<file path="src/rtl/alu_core.sv">
// Registered single-cycle signed ALU: out <= f(cmd, accumulator, opperand) on enabled edges.
// Optional ALU_FLAGS_EN adds a registered {Z,N,C,V} flags output.
module alu_core #(
  parameter int DATA_WIDTH = 16
) (
  input  logic                  clock,
  input  logic                  reset_n,
  input  logic                  enable,
  input  logic [3:0]            cmd,
  input  logic [DATA_WIDTH-1:0] accumulator,
  input  logic [DATA_WIDTH-1:0] opperand,
`ifdef ALU_FLAGS_EN
  output logic [3:0]            flags,
`endif
  output logic [DATA_WIDTH-1:0] out
);

  typedef enum logic [3:0] {
    CMD_PASS = 4'h0,
    CMD_ADD  = 4'h1,
    CMD_SUB  = 4'h2,
    CMD_MUL  = 4'h3,
    CMD_DIV  = 4'h4,
    CMD_MOD  = 4'h5,
    CMD_SHL  = 4'h6,
    CMD_SHR  = 4'h7,
    CMD_NEG  = 4'h8,
    CMD_AND  = 4'h9,
    CMD_OR   = 4'hA,
    CMD_XOR  = 4'hB,
    CMD_NOT  = 4'hC,
    CMD_LOAD = 4'hD
  } cmd_e;

  localparam logic [DATA_WIDTH-1:0] MOST_NEG = {1'b1, {(DATA_WIDTH-1){1'b0}}};
  localparam logic [DATA_WIDTH-1:0] ALL_ONES = {DATA_WIDTH{1'b1}};

  logic signed [DATA_WIDTH-1:0] sa;
  logic signed [DATA_WIDTH-1:0] sb;
  logic [DATA_WIDTH-1:0]        result;
  logic                         cmd_ok;
  logic                         div_zero;
  logic                         div_ovf;

  assign sa       = accumulator;
  assign sb       = opperand;
  assign div_zero = (opperand == '0);
  // most-negative / -1 is the single quotient that cannot be represented
  assign div_ovf  = (accumulator == MOST_NEG) && (opperand == ALL_ONES);

  always_comb begin
    result = '0;
    cmd_ok = 1'b1;
    case (cmd)
      CMD_PASS: result = accumulator;
      CMD_ADD:  result = accumulator + opperand;
      CMD_SUB:  result = accumulator - opperand;
      CMD_MUL:  result = sa * sb;
      CMD_DIV: begin
        if (div_zero)     result = ALL_ONES;
        else if (div_ovf) result = MOST_NEG;
        else              result = sa / sb;
      end
      CMD_MOD: begin
        if (div_zero)     result = accumulator;
        else if (div_ovf) result = '0;
        else              result = sa % sb;
      end
      CMD_SHL:  result = accumulator << opperand[3:0];
      CMD_SHR:  result = sa >>> opperand[3:0];
      CMD_NEG:  result = -accumulator;
      CMD_AND:  result = accumulator & opperand;
      CMD_OR:   result = accumulator | opperand;
      CMD_XOR:  result = accumulator ^ opperand;
      CMD_NOT:  result = ~accumulator;
      CMD_LOAD: result = opperand;
      default:  cmd_ok = 1'b0;
    endcase
  end

  always_ff @(posedge clock) begin
    if (!reset_n) out <= '0;
    else if (enable && cmd_ok) out <= result;
  end

`ifdef ALU_FLAGS_EN
  logic [DATA_WIDTH:0]            add_ext;
  logic [DATA_WIDTH:0]            sub_ext;
  logic signed [2*DATA_WIDTH-1:0] mul_full;
  logic                           flag_c;
  logic                           flag_v;

  assign add_ext  = {1'b0, accumulator} + {1'b0, opperand};
  assign sub_ext  = {1'b0, accumulator} - {1'b0, opperand};
  assign mul_full = (2*DATA_WIDTH)'(sa) * (2*DATA_WIDTH)'(sb);

  always_comb begin
    flag_c = 1'b0;
    flag_v = 1'b0;
    case (cmd)
      CMD_ADD: begin
        flag_c = add_ext[DATA_WIDTH];
        flag_v = (sa[DATA_WIDTH-1] == sb[DATA_WIDTH-1]) &&
                 (result[DATA_WIDTH-1] != sa[DATA_WIDTH-1]);
      end
      CMD_SUB: begin
        flag_c = sub_ext[DATA_WIDTH];
        flag_v = (sa[DATA_WIDTH-1] != sb[DATA_WIDTH-1]) &&
                 (result[DATA_WIDTH-1] != sa[DATA_WIDTH-1]);
      end
      // product fits only if the upper half is a pure sign extension of the lower
      CMD_MUL: flag_v = !((&mul_full[2*DATA_WIDTH-1:DATA_WIDTH-1]) ||
                          (~|mul_full[2*DATA_WIDTH-1:DATA_WIDTH-1]));
      CMD_DIV: flag_v = div_zero || div_ovf;
      CMD_MOD: flag_v = div_zero;
      CMD_NEG: flag_v = (accumulator == MOST_NEG);
      default: ;
    endcase
  end

  always_ff @(posedge clock) begin
    if (!reset_n) flags <= '0;
    else if (enable && cmd_ok)
      flags <= {(result == '0), result[DATA_WIDTH-1], flag_c, flag_v};
  end
`endif

endmodule

</file>
<file path="config.mk">
export PLATFORM = sky130hd
export DESIGN_NAME = alu_core
export DESIGN_NICKNAME = d
export VERILOG_FILES = /design/src/rtl/alu_core.sv
export SDC_FILE = /design/constraint.sdc
export NUM_CORES = 1
export LEC_CHECK = 0
export CAP_MARGIN = 15
export CORE_MARGIN = 4
export CORE_UTILIZATION = 40
export DETAILED_ROUTE_END_ITERATION = 16
export GPL_TIMING_DRIVEN = 0
export PLACE_DENSITY = 0.61
export SYNTH_ARGS = -nofsm -noshare
export SYNTH_HDL_FRONTEND = slang
export SYNTH_SLANG_ARGS = --single-unit
</file>
<file path="constraint.sdc">
create_clock -name clock -period 78.1 [get_ports clock]
set_clock_uncertainty 0.2 [all_clocks]
set_input_delay 11.715 -clock clock [delete_from_list [all_inputs] [get_ports clock]]
set_output_delay 11.715 -clock clock [all_outputs]
set_load 0.05 [all_outputs]
</file>
-- After elaboration in Yosys (flattened, before gate mapping)
Cells that the tools add are included.
- add/sub/neg operators: 3
- multipliers: 1
- div/mod/pow operators: 2
- equality and inequality tests: 15
- shifts and indexed selects: 2
- muxes and demuxes: 6
- bitwise operators: 4
- reduce and logical (&&, ||, !) cells: 5
- operator list (kind ; count):
    one-hot mux 16 bit (14 select lines) ; 1
    two-way mux 16 bit ; 4
    == test 16 bit (second input constant) ; 2
    == test 4 bit (second input constant) ; 6
    adder 16 bit ; 1
    AND 16 bit ; 1
    divider 16 x 16 -> 16 bit ; 1
    == test 4 x 3 -> 1 bit (second input constant) ; 4
    zero test 16 bit ; 1
    modulo 16 x 16 -> 16 bit ; 1
    multiplier 16 x 16 -> 16 bit ; 1
    negation 16 bit ; 1
    NOT 16 bit ; 1
    OR 16 bit ; 1
    << shifter 16 x 4 -> 16 bit ; 1
    >>> shifter 16 x 4 -> 16 bit ; 1
    subtractor 16 bit ; 1
    bitwise XOR 16 bit ; 1
    OR reduction 14 bit ; 1
    == test 4 x 2 -> 1 bit (second input constant) ; 2
    == test 4 x 1 -> 1 bit (second input constant) ; 1
    zero test 4 bit ; 1
    logical AND 1 bit ; 2
    two-way mux 1 bit ; 1
- register bits after elaboration: 16
- output and inout port bits: 16
- logic and storage cells: 39

-- Longest topological paths before layout
- depth in word-level cells: 5
- depth in mapped cells: 158

-- Worst setup path before layout
No wires, ideal clock.
- path kind: input port to flip-flop
- start point: in opperand[0]
- end point: reg out[14]
- arrival time: 43125 ps
- path slack: 34643 ps
- cell stages on the path: 145
- path buffers: 17
- path through: buf_1 inv_1 buf_1 buf_1 buf_1 ha_1 or3b_1 buf_2 o41ai_4 a211oi_4 buf_6 nor4_1 and3_1 nand2_1 nand2_1 o21ai_0 ha_1 o21a_1 [... 109 more ...] a21o_1 ha_1 o21a_1 o31a_1 o221a_2 o31a_1 o32a_1 clkinv_1 buf_1 ha_1 nand3_1 or2_2 o31ai_1 xor2_1 a21oi_1 o211ai_1 a22oi_1 o41ai_2
- cells in the longest elaborated chain, start to end: 5
- elaborated cells between the ends (all ways): 15
- those cells by class: 2 x add/sub; 1 x mul; 2 x div; 1 x eq/ne; 2 x shift; 5 x mux; 2 x reduce/logical
- ends and longest elaborated chain (element ; RTL line ; source):
    start, declared ; 11 ; input logic [DATA_WIDTH-1:0] opperand,
    parallel branches: the longest is 4 deep, another holds modulo 16 x 16 -> 16 bit ; n/a ;
    one-hot mux 16 bit (14 select lines) * ; 54 ; case (cmd)
    end signal, assigned ; 83 ; else if (enable && cmd_ok) out <= result;
    end, declared ; 15 ; output logic [DATA_WIDTH-1:0] out
Every way passes the cells marked *.
A chain may end at the register's enable or synchronous reset.

-- Worst setup path in the final report
Ends and elaborated chain as after synthesis.

==> run metrics <==
status finished clean; post_cts resized 0; number of unique standard cell types used by synthesis around 110; Crit path required time 78.01 ns; Final ANT Viol Nets 0; multi-input logic area roughly 17000 um^2; critical path capture point type register; DR vias 21667; worst slew pin tran roughly 1.2 ns; CTS Buffer Depth 2; top achievable clock speed 18.32 MHz; most common cell after layout, fill and taps aside nor2_1; post-synthesis register bit count 16; Crit Reg-Reg Startpoint out[14]; Setup WS pre-CTS ~25 ns; fin nets 3088; CP Launch Point opperand[0]; post-DP HPWL 78.74 mm; Synth async-reset ratio 0%; fill cell count slightly below 5000; worst path bufs/invs 23; CTS buffer count 3; Total Wirelength between 90 and 100 mm; delay-heaviest family, CP compound AO/OA/AOI/OAI gates; routed len/inst ~29 um; vias in the first global route 21168; Max H-tree Level 1; most frequent cells in the layout nor2_1 (290), nand2_1 (289), ha_1 (253); CP Launch Type primary input; IO buf count 54; CTS tree done; sequential share of the synthesized area under 10%; Biggest register out; Setup Total Neg Slack 0 ns; Initial DRT Pass Iterations 6; IO Count 55; setup repair after global routing missed its margin no; row cnt approximately 80; Clk Latency, worst-skew pair roughly 0.25 ns; utilization after layout 44.14%; Post-Synthesis Cell Area roughly 19000 um^2; die footprint 50200 um^2; Final Cycle Share a little over two thirds; Power Density 30.45 nW/um^2; final hold vios 0; die height 224.1 um; LEAKAGE between 0.008 and 0.009 uW; GRT Util Overall around 36%; maximum vdd ir drop roughly 0.054 mV; Layout area overhead 8.202%; crit path max fanout 19; Slew Viols, Final 0; Initial Utilization ~41%; Critical Path AT about 55 ns; Worst-path clk slew 0.05 ns; setup ws final 23.51 ns; FF-to-FF path depth 4; CTS Sinks 16; DRC viols 0; relative slew slack a little under a fifth; YS warnings 0; reg-to-reg slack, setup 76.74 ns; Critical-path top delay cell clkdlybuf4s50_1; total setup buffers inserted after CTS 0; FF+latch area ~320 um^2; biggest regs out (16); Cells after Synth roughly 2600; Tmin final ~55 ns; Avg Vias per Cell around 6.5; Post-Syn Nets ~3000; fraction of layout cells with a size suffix above 1 around 5.6%; final setup violation count 0; core region area 45770 um^2; initial antenna violation count 0; slowest stage delay, CP 0.83 ns; total grt overflow 0; clk root buf clkbuf_16; Die Span X roughly 220 um; Post-synth EDFFs 0; max reg flops 16; CTS Hold Bufs 0; HP Class register to register; end of the critical path out[14]; Crit path top cell by count ha_1; DRT iter0 DRCs around 2100; gp weighted congestion roughly 1.1; CP Class primary input to register; max_cap viols 0; r2r endpoint out[14]; Synth Flop Type dfxtp_1; worst hold start out[2]; first-pass GRT wire length around 140 mm; Synth Area per Inst between 7 and 8 um^2; critical path depth around 150; pin count of the biggest net entering global routing 20
## per-stage QoR
| stage | total power (uW) | instance area [um^2] | instances | hold slack, ns |
|---|---|---|---|---|
| global route | 664.5 | 20200 | 3314 | 0.3595 |
| floorplan | 414.5 | 18670 | 2647 | 0.5531 |
| CTS | 606.0 | 20190 | 3313 | 0.3271 |
| detailed placement | 590.7 | 20100 | 3309 | 0.3108 |
| finish | 615.3 | 20200 | 3316 | 0.3216 |
| global placement | 583.5 | 19960 | 3301 | 0.3216 |
## cell usage after synthesis (15+ instances only)
cell type	number	area (um^2)
mux2_2	15	168.9
o21a_1	37	277.8
o21ai_0	171	855.8
or2_2	17	106.4
a21o_1	51	382.9
xor2_1	54	473.0
nor3_1	72	360.4
ha_1	253	3166
nand2b_1	21	131.4
nor4_1	16	100.1
nand3_1	66	330.3
nand4_1	28	175.2
dfxtp_1	16	320.3
buf_2	15	75.07
buf_1	24	90.09
o211ai_1	27	202.7
o31ai_1	29	217.7
a21oi_1	193	965.9
a211oi_1	23	172.7
a31oi_1	29	181.4
inv_1	183	686.9
clkbuf_1	88	330.3
or3_1	20	125.1
fa_1	81	1622
a21boi_0	15	112.6
nand2_1	289	1085
a211o_1	15	131.4
mux2i_1	32	320.3
xnor2_1	143	1252
nor2b_1	16	100.1
nor2_1	290	1089
a221oi_1	25	219.0
## power breakdown
part	switching, uW	internal (uW)	total (uW)	leakage (uW)
Clock	3.55	7.80	11.4	0.0000442
Sequential	0.987	9.35	10.3	0.000133
Combinational	376	217	594	0.00860
## worst reg2reg max path: cells and delay by family, from the launching register on
family / cells / cell delay [ns]
DFF: 1 / 0.35
AOI/OAI and AO/OA: 3 / 0.59
and+or+nand+nor: 1 / 0.07
## kinds of logic after synthesis
logic type	share of synthesized area, %
AND/OR/NAND/NOR	22.45
AO/OA/AOI/OAI	29.64
adder cells (fa/ha/maj)	25.64
buffers and inverters	7.016
XOR/XNOR	9.414
multiplexers	4.128
flip-flops	1.715
## final cells by class
type | instances | area share [%]
diodes | 2 | 0.02477
plain buffers | 134 | 2.811
clock buffers | 4 | 0.4397
inverters | 198 | 3.678
multi-input cells | 2299 | 84.56
flip-flops and latches | 16 | 1.585
well taps | 600 | 3.716
repair buffers | 63 | 3.189
## worst min-delay path by stage
stage               cells past startpoint       to
finish                                  1   out[2]
global route                            1   out[2]
CTS                                     1   out[2]
detailed placement                      1   out[2]
global placement                        1   out[2]
floorplan                               2  out[13]
## metal layers
layer / track usage [%] / share of wire [%] / vias up
met2: 61.75 / 46 / 1167
met1: 44.20 / 39 / 10455
met4: 22.41 / 7.7 / 0
met3: 4.377 / 7.0 / 323
li1: - / - / 9722
met5: 0 / 0 / -
(Power assumes the default switching activity.)
